==> src/rtl/chunked_addsub.sv <==
// Multi-cycle adder/subtractor: one CHUNK-bit slice per cycle, result after WIDTH/CHUNK RUN cycles.
// Result is held in DONE until out_ready; in_ready only in IDLE, so operations never overlap.
module chunked_addsub #(
  parameter int WIDTH = 16,
  parameter int CHUNK = 4
) (
  input  logic             clk,
  input  logic             rst,
  input  logic             in_valid,
  output logic             in_ready,
  input  logic [WIDTH-1:0] a,
  input  logic [WIDTH-1:0] b,
  input  logic             ci,
  input  logic             sub,
  output logic             out_valid,
  input  logic             out_ready,
  output logic [WIDTH-1:0] s,
  output logic             co,
  output logic             ovf
);

  localparam int NCH = WIDTH / CHUNK;
  localparam int IW  = (NCH > 1) ? $clog2(NCH) : 1;
  localparam logic [IW-1:0] LAST = IW'(NCH - 1);

  typedef enum logic [1:0] {IDLE, RUN, DONE} state_t;

  state_t           state, state_nxt;
  logic [WIDTH-1:0] a_q, b_q, res_q, res_nxt;
  logic             carry_q;
  logic [IW-1:0]    idx_q;
  logic [CHUNK-1:0] a_ch, b_ch;
  logic [CHUNK:0]   tot;
  logic             last;
  logic             msb_cin;

  // Working sum lives in res_q so that s keeps the previous result during RUN.
  always_comb begin
    a_ch    = '0;
    b_ch    = '0;
    res_nxt = res_q;
    for (int k = 0; k < NCH; k++) begin
      if (idx_q == IW'(k)) begin
        a_ch = a_q[k*CHUNK +: CHUNK];
        b_ch = b_q[k*CHUNK +: CHUNK];
      end
    end
    tot = {1'b0, a_ch} + {1'b0, b_ch} + {{CHUNK{1'b0}}, carry_q};
    for (int k = 0; k < NCH; k++) begin
      if (idx_q == IW'(k)) begin
        res_nxt[k*CHUNK +: CHUNK] = tot[CHUNK-1:0];
      end
    end
    // Carry into the top bit of the chunk, recovered from its sum bit.
    msb_cin = a_ch[CHUNK-1] ^ b_ch[CHUNK-1] ^ tot[CHUNK-1];
    last    = (idx_q == LAST);
  end

  always_comb begin
    state_nxt = state;
    case (state)
      IDLE:    if (in_valid)  state_nxt = RUN;
      RUN:     if (last)      state_nxt = DONE;
      DONE:    if (out_ready) state_nxt = IDLE;
      default:                state_nxt = IDLE;
    endcase
  end

  assign in_ready  = (state == IDLE);
  assign out_valid = (state == DONE);

  always_ff @(posedge clk) begin
    if (rst) state <= IDLE;
    else     state <= state_nxt;
  end

  always_ff @(posedge clk) begin
    if (rst) begin
      a_q     <= '0;
      b_q     <= '0;
      res_q   <= '0;
      carry_q <= 1'b0;
      idx_q   <= '0;
      s       <= '0;
      co      <= 1'b0;
      ovf     <= 1'b0;
    end else begin
      case (state)
        IDLE: begin
          if (in_valid) begin
            a_q     <= a;
            b_q     <= sub ? ~b : b;
            carry_q <= sub ? ~ci : ci;
            idx_q   <= '0;
          end
        end
        RUN: begin
          res_q   <= res_nxt;
          carry_q <= tot[CHUNK];
          if (last) begin
            s   <= res_nxt;
            co  <= tot[CHUNK];
            ovf <= msb_cin ^ tot[CHUNK];
          end else begin
            idx_q <= idx_q + IW'(1);
          end
        end
        default: ;
      endcase
    end
  end

endmodule
==> config.mk <==
export PLATFORM = sky130hd
export DESIGN_NAME = chunked_addsub
export DESIGN_NICKNAME = d
export VERILOG_FILES = /design/src/rtl/chunked_addsub.sv
export SDC_FILE = /design/constraint.sdc
export NUM_CORES = 1
export LEC_CHECK = 0
export CAP_MARGIN = 40
export CORE_MARGIN = 2
export CORE_UTILIZATION = 30
export CTS_CLUSTER_SIZE = 14
export DETAILED_ROUTE_END_ITERATION = 16
export HOLD_SLACK_MARGIN = 0.12
export PLACE_DENSITY = 0.51
export SYNTH_ARGS = -nofsm -noshare
export SYNTH_HDL_FRONTEND = slang
export SYNTH_SLANG_ARGS = --single-unit
==> constraint.sdc <==
create_clock -name clk -period 3.1 [get_ports clk]
set_input_delay 0.775 -clock clk [delete_from_list [all_inputs] [get_ports clk]]
set_output_delay 0.775 -clock clk [all_outputs]
set_load 0.05 [all_outputs]
# --- Yosys cells after proc, flatten, opt, wreduce, memory -nomap -nowiden ---
# Cells that the tools add are included.
word_totals:
  register_bits: 71
  wordCells: 57
  inputBits: 38
op_classes:
  muxes: 23
  n_eq_ne: 9
  n_bitwise: 5
  n_reduce_logical: 8
  n_addsub: 3
op_table:
  columns: ["cell", "n"]
  rows:
  - ["2-to-1 mux 4 bit", 12]
  - ["2-to-1 mux 16 bit", 1]
  - ["inverter 16 bit", 1]
  - ["2-to-1 mux 2 bit", 5]
  - ["== test 2 bit, second input constant", 3]
  - ["!= test 2 bit, second input constant", 3]
  - ["one-hot mux 2 bit (3 select lines)", 1]
  - ["AND reduction 2 bit", 3]
  - ["AND reduction 3 bit", 2]
  - ["adder 4 x 4 -> 5 bit", 1]
  - ["adder 5 x 1 -> 5 bit", 1]
  - ["== test 2 x 1 -> 1 bit, second input constant", 2]
  - ["zero test 2 bit", 2]
  - ["one-hot mux 2 bit (2 select lines)", 1]
  - ["XOR 1 bit", 3]
  - ["adder 2 x 1 -> 2 bit, second input constant", 1]
  - ["2-to-1 mux 1 bit", 2]
  - ["!= test 2 x 1 -> 1 bit, second input constant", 1]
  - ["one-hot mux 1 bit (2 select lines)", 1]
  - ["nonzero test 2 bit", 1]
  - ["inverter 1 bit", 1]

# --- Depth between registers and ports, before layout ---
# Gate-level depths: netlist of run 1.
logic_depth:
  word_depth: 9
  ltp_mapped: 13
  ltp_nobuf: 13

# --- Worst setup path before layout of run 1 ---
# OpenSTA, ideal clock, no wires.
synth_path:
  kind: "reg2reg"
  startpoint: "register idx_q[1]"
  endpoint: "register s[11]"
  slack_ps: 267
  required_time_ps: 2968
  setup_ps: 132
  path_stages_with_launch: 14
  period_less_slack_ps: 2833
  arrival_time_ps: 2701
  path_cell_list: "dfxtp_1 > inv_1 > ha_1 > clkbuf_1 > nand3b_1 > a21oi_1 > a21oi_1 > o21ai_0 > ha_1 > and3b_1 > or3_1 > buf_2 > a311oi_1 > nor3_1"
synth_via:
  elab_chain_cells: 8
  word_cells_on_any_way: 16
  cone_classes: "add/sub (2); eq/ne (3); mux (9); reduce/logical (2)"
synth_lines:
  columns: ["element", "line_no", "source"]
  rows:
  - ["start: declaration", "31", "logic [IW-1:0] idx_q;"]
  - ["start signal: assignment", "105", "idx_q <= idx_q + IW'(1);"]
  - ["zero test 2 bit", "43", "if (idx_q == IW'(k)) begin"]
  - ["2-to-1 mux 4 bit (4 in a row)", "43", null]
  - ["adder 4 x 4 -> 5 bit", "48", "tot = {1'b0, a_ch} + {1'b0, b_ch} + {{CHUNK{1'b0}}, carry_q};"]
  - ["adder 5 x 1 -> 5 bit", "48", null]
  - ["2-to-1 mux 4 bit", "50", "if (idx_q == IW'(k)) begin"]
  - ["end signal: assignment", "101", "s <= res_nxt;"]
  - ["end: declaration", "17", "output logic [WIDTH-1:0] s,"]
# Parallel ways exist; a longest one is shown, timed or not.
# A chain may end at the register's enable or synchronous reset.

# --- Worst setup path after layout of run 1 ---
layout_path:
  startpoint: "register idx_q[1]"
  endpoint: "register ovf"
layout_via:
  elab_chain_cells: 9
  word_cells_on_any_way: 18
  cone_classes: "add/sub (2); eq/ne (3); mux (8); bitwise (3); reduce/logical (2)"
layout_lines:
  columns: ["element", "line_no", "source"]
  rows:
  - ["zero test 2 bit", "43", null]
  - ["2-to-1 mux 4 bit (4 in a row)", "43", null]
  - ["adder 4 x 4 -> 5 bit", "48", null]
  - ["adder 5 x 1 -> 5 bit", "48", null]
  - ["XOR 1 bit", "55", "msb_cin = a_ch[CHUNK-1] ^ b_ch[CHUNK-1] ^ tot[CHUNK-1];"]
  - ["XOR 1 bit", "103", "ovf <= msb_cin ^ tot[CHUNK];"]
  - ["end signal: assignment", "103", null]
  - ["end: declaration", "19", "output logic ovf"]
# Parallel ways exist; a longest one is shown, timed or not.

==> results of run 1 <==
-- metal layers --
metal | global-route usage | vias to the layer above | wire [um]
met3 | 0.03401 | 11 | 364
li1 | - | 1382 | -
met5 | 0 | - | 0
met2 | 0.2207 | 56 | 3248
met1 | 0.1852 | 1178 | 3549
met4 | 0.06203 | 0 | 119
-- report_power, final --
group / internal, uW / switching (uW) / leakage [uW]
Combinational: 152 / 172 / 0.000764
Clock: 492 / 324 / 0.000119
Sequential: 903 / 27.2 / 0.000548
Total: 1550 / 523 / 0.00143
-- worst register-to-register path, cell delays in order (launching register included) --
cell and delay (ns):
dfxtp_1 0.34, inv_1 0.12, ha_4 0.24, nor2b_1 0.07, a221oi_1 0.29, nor3_1 0.07, a21oi_1 0.21, fa_1 0.23
inv_1 0.05, fa_1 0.39, a21o_1 0.17, a21oi_1 0.21, xnor2_1 0.09, a211oi_1 0.21
-- cells by family after synthesis --
| family | after synthesis | share of synthesized area |
|---|---|---|
| compound gates | 98 | 0.1962 |
| mux | 7 | 0.02261 |
| simple gates | 139 | 0.2006 |
| buf+inv | 36 | 0.05288 |
| xor+xnor | 19 | 0.05369 |
| fa+ha+maj | 9 | 0.04118 |
| flops | 67 | 0.4328 |
-- through the flow --
step / hold slack (ns) / total power [uW]
final: 0.4515 / 2071
after global routing: 0.4692 / 2176
after CTS: 0.4540 / 2093
after detailed placement: 0.4451 / 1273
after global placement: 0.4443 / 1268
after floorplan: 0.4318 / 1150
-- Yosys cell counts (4+ instances only) --
library cell | count | area (um2)
a211oi_1 | 28 | 210.2
nor2b_1 | 8 | 50.05
mux2i_1 | 7 | 70.07
nand2b_1 | 4 | 25.02
buf_2 | 8 | 40.04
o21ai_0 | 6 | 30.03
o211ai_1 | 6 | 45.04
clkbuf_1 | 16 | 60.06
xnor2_1 | 18 | 157.7
nand2_1 | 63 | 236.5
ha_1 | 7 | 87.58
nor2_1 | 39 | 146.4
nand3_1 | 4 | 20.02
and2_1 | 4 | 25.02
nor3_1 | 6 | 30.03
dfxtp_1 | 67 | 1341
a21oi_1 | 46 | 230.2
nand3b_1 | 6 | 45.04
inv_1 | 5 | 18.77
-- final timing paths --
check             startpoint  endpoint
hold reg to reg         s[2]      s[2]
setup / recovery    idx_q[1]       ovf
hold / removal          s[2]      s[2]
setup reg to reg    idx_q[1]       ovf
-- what timing repair did --
| item | in CTS | in global routing |
|---|---|---|
| buffers inserted | 0 | 0 |
| setup endpoints to repair | 0 | 19 |
| resized for setup | 0 | 6 |
-- final cells by class --
| type | count | area [um2] |
|---|---|---|
| Clock inverter | 5 | 75.07 |
| Sequential cell | 67 | 1343 |
| Timing Repair Buffer | 69 | 668.1 |
| Clock buffer | 11 | 151.4 |
| Tap cell | 136 | 170.2 |
| Fill cell | 1081 | 6140 |
| Inverter | 5 | 18.77 |
| Multi-Input combinational cell | 272 | 1619 |
-- registers in the layout, indices dropped and copies added, names as in the netlist --
| signal | cells |
|---|---|
| idx_q | 2 |
| carry_q | 1 |
| res_q | 12 |
| a_q | 16 |
| ovf | 1 |
| co | 1 |
| s | 16 |
| state | 2 |
| b_q | 16 |
==> impl_metrics.py, run 1 <==
metrics = {
    "critical_path": {
        "reg2reg_depth": 13,
        "worstPathRequired_ns": 3.36,
        "crit_buf_inv": 2,
        "path_cells": "inv_1 > ha_4 > nor2b_1 > a221oi_1 > nor3_1 > a21oi_1 > fa_1 > inv_1 > fa_1 > a21o_1 > a21oi_1 > xnor2_1 > a211oi_1",
        "worstSetupStartpointType": "flop",
        "critPathSlowestCell": "fa_1",
        "critPathMaxStageDelay_ns": 0.39,
        "critPathKind": "flop to flop",
        "crit_path_max_fanout": 17,
        "reg2reg_setup_slack_ns": 0.30,
        "worst_ep_arrival_time_ns": 3.05,
        "critical-path-top-delay-family": "compound AO/OA/AOI/OAI gates",
        "worstSetupEndpointType": "flop",
        "cp.depth": 13,
    },
    "synthesis": {
        "synth_nets": 422,
        "netlist_area_um2": 3099,
        "ys_seq_area_frac": 0.4328,
        "netlist_instances": 375,
        "synth_top_flop_cell": "dfxtp_1",
        "async_flop_share": 0,
        "synth_edf_count": 0,
        "ys_types": 36,
        "ys_ff_latch": 67,
        "ys_warn_count": 0,
        "avgSynthCellArea_um2": 8.265,
    },
    "place": {
        "dpl.cell_count": 549,
        "dpl.hpwl_um": 5223,
        "placed_cell_area_um2": 3797,
        "pre_cts_ws_ns": 0.08469,
        "place.gp.congestion": 0.8084,
        "port_buffers": 57,
    },
    "sta": {
        "min_period_ns": 2.796,
        "clock.fmax_mhz": 357.6,
        "setup_viol": 0,
        "postLayoutSetupSlackWorst_ns": 0.3037,
        "grt_setup_unrepaired": "no",
        "clock_skew_ns": 0.006893,
        "fin_tns_setup_ns": 0,
        "relSlewSlack": 0.5988,
        "tightest_slew_ns": 0.6003,
        "slew_violations": 0,
        "hold_violations": 0,
        "period_share": 0.9020,
    },
    "detailed_routing": {
        "drt_wl_total_um": 7281,
        "drtAntennaViolNets": 0,
        "avgRoutedWirePerCell_um": 12.89,
        "vias": 2627,
        "drc": 0,
        "drt_iter0_drc": 124,
        "drt-pass1-iter-count": 4,
        "vias_per_cell": 4.650,
    },
    "clock_network": {
        "clkSinkCount": 67,
        "clk_latency_ns": 0.34,
        "h-tree-depth": 3,
        "cts_buffers": 9,
        "clockBufferDepth": 2,
        "cts_root_buf": "clkbuf_8",
        "postCtsHoldBufs": 0,
        "cts_tree": "done",
        "clk_pin_slew_ns": 0.07,
    },
    "min_path": {
        "min_path_type": "flop to flop",
        "hold_depth": 2,
    },
    "floorplanning": {
        "io_pins": 58,
        "core_area_um2": 10180,
        "rows": 37,
        "initial_utilization": 0.3043,
        "die_h_um": 105.6,
        "dieArea_um2": 11160,
        "die_x_um": 105.6,
    },
    "final_layout": {
        "diodes": 0,
        "final_cell_mix": "66 x dfxtp_1, 63 x nand2_1, 56 x clkdlybuf4s50_1",
        "nets": 471,
        "drive_above_1_share": 0.08392,
        "fin_area_um2": 4045,
        "syn_to_final_growth_pct": 30.52,
        "final_cells": 565,
        "layout_commonest_cell": "dfxtp_1",
        "final_util": 0.3972,
    },
    "power": {
        "p_per_area_nw_per_um2": 511.9,
        "power.leakage_uw": 0.001431,
        "vdd.ir_drop.worst_mv": 0.1995,
    },
    "global_route": {
        "grt_start_max_net_pins": 50,
        "overflow": 0,
        "antenna_found_initial": 0,
        "grt.total_usage": 0.1414,
        "grt_pass1_wl_um": 12440,
        "first_global_vias": 2539,
    },
    "job": {
        "cap_violations": 0,
    },
    "status": {
        "run_status": "complete, no violations",
    },
}
Note: power is estimated with default switching activity, not from simulation.
==> inputs of run 2 (changes only) <==
- CORE_MARGIN: 2 -> not set
- GPL_ROUTABILITY_DRIVEN: not set -> 0
==> impl_metrics.py, run 2 (synthesized netlist as in run 1, its figures left out) <==
metrics = {
    "status": {
        "run_status": "complete, no violations",
    },
    "global_route": {
        "grt.total_usage": 0.1448,
        "gr-max-usage-layer": "met2",
        "grt_pass1_wl_um": 12340,
        "grt.met2_usage": 0.2162,
        "antenna_found_initial": 0,
        "overflow": 0,
        "gr-usage-met1": 0.1937,
        "grt_start_max_net_pins": 50,
        "first_global_vias": 2471,
        "gr-usage-met3": 0.04720,
    },
    "clock_network": {
        "cts_tree": "done",
        "clk_pin_slew_ns": 0.07,
        "clockBufferDepth": 2,
        "clkSinkCount": 67,
        "cts_setup_buffers": 0,
        "h-tree-depth": 3,
        "clk_latency_ns": 0.35,
        "post_cts_resized": 2,
        "cts_buffers": 9,
        "cts_root_buf": "clkbuf_8",
        "postCtsHoldBufs": 0,
    },
    "detailed_routing": {
        "drt_iter0_drc": 84,
        "drt-pass1-iter-count": 4,
        "drc": 0,
        "avgRoutedWirePerCell_um": 13.07,
        "drtAntennaViolNets": 0,
        "drt_wl_total_um": 7345,
        "vias": 2657,
        "vias_per_cell": 4.728,
    },
    "sta": {
        "clock_skew_ns": 0.004241,
        "setup_viol": 0,
        "tightest_slew_ns": 0.7666,
        "fin_tns_setup_ns": 0,
        "period_share": 0.9537,
        "min_period_ns": 2.956,
        "relSlewSlack": 0.4889,
        "holdWs_ns": 0.4516,
        "hold_violations": 0,
        "slew_violations": 0,
        "clock.fmax_mhz": 338.2,
    },
    "power": {
        "vdd.ir_drop.worst_mv": 0.1708,
        "power.leakage_uw": 0.001418,
        "p_per_area_nw_per_um2": 479.8,
    },
    "critical_path": {
        "critPathSlowestCell": "fa_1",
        "crit_path_max_fanout": 9,
        "worst_ep_arrival_time_ns": 3.22,
        "critPathKind": "flop to flop",
        "worstSetupStartpointType": "flop",
        "critical-path-top-delay-family": "compound AO/OA/AOI/OAI gates",
        "crit_buf_inv": 3,
        "worstPathRequired_ns": 3.36,
        "worstSetupEndpointType": "flop",
        "critPathMaxStageDelay_ns": 0.40,
        "path_cells": "inv_1 > ha_2 > buf_4 > a221oi_1 > nor3_1 > a21oi_2 > fa_1 > inv_1 > fa_1 > a21o_1 > a21oi_1 > xnor2_1 > a211oi_1",
    },
    "final_layout": {
        "final_cells": 562,
        "reg_top3": "a_q x16, b_q x16, s x16",
        "diodes": 0,
        "nets": 472,
        "drive_above_1_share": 0.08625,
        "fillerInstances": 1043,
        "fin_area_um2": 4010,
        "final_cell_mix": "65 x dfxtp_1, 63 x nand2_1, 56 x clkdlybuf4s50_1",
        "syn_to_final_growth_pct": 29.39,
        "layout_commonest_cell": "dfxtp_1",
    },
    "floorplanning": {
        "rows": 36,
        "core_area_um2": 9910,
        "initial_utilization": 0.3128,
        "dieArea_um2": 10740,
        "die_h_um": 103.6,
        "io_pins": 58,
        "die_x_um": 103.6,
    },
    "place": {
        "dpl.hpwl_um": 5282,
        "placed_cell_area_um2": 3801,
        "dpl.cell_count": 547,
        "port_buffers": 57,
    },
    "job": {
        "cap_violations": 0,
    },
    "min_path": {
        "min_path_type": "flop to flop",
    },
}
## run 2: cell type report
class | instances | area [um2] | share of cell area
Timing Repair Buffer | 70 | 675.6 | 0.1685
Clock buffer | 13 | 168.9 | 0.04212
Tap cell | 133 | 166.4 | 0.04150
Sequential cell | 67 | 1344 | 0.3351
Multi-Input combinational cell | 272 | 1627 | 0.4056
Inverter | 5 | 18.77 | 0.004680
Clock inverter | 2 | 10.01 | 0.002496
## run 2: report_power, final
group          switching (uW)  leakage, uW  total, uW  internal (uW)
clock network             317    0.0000953        666            349
logic                     176     0.000774        329            153
registers                25.9     0.000548        929            903
## run 2: path summary, 6_finish.rpt
| path | from | end | slack, ns | depth (start not counted) |
|---|---|---|---|---|
| setup / recovery | idx_q[0] | ovf | 0.14 | 13 |
| hold / removal | s[2] | s[2] | 0.45 | 2 |
| setup reg to reg | idx_q[0] | ovf | 0.14 | 13 |
| hold reg to reg | s[2] | s[2] | 0.45 | 2 |
## run 2: routing by layer
layer,share of wire,vias to the layer above
met4,0.017,0
met2,0.44,61
li1,-,1382
met3,0.056,12
met5,0,-
met1,0.49,1202
## run 2: stage by stage
step,worst slack [ns],total power (uW),utilization
detailed placement,-0.03269,1276,0.3836
global placement,0.03102,1270,0.3836
floorplan,0.2670,1150,-
global route,-0.006914,2031,0.4047
finish,0.1436,1924,0.4047
CTS,0.03046,1942,0.4021
## run 2: tightest hold or removal path, cell delays in order (launching register included)
cell and delay [ns]:
dfxtp_1 0.31, nand2_1 0.05, a21oi_1 0.05
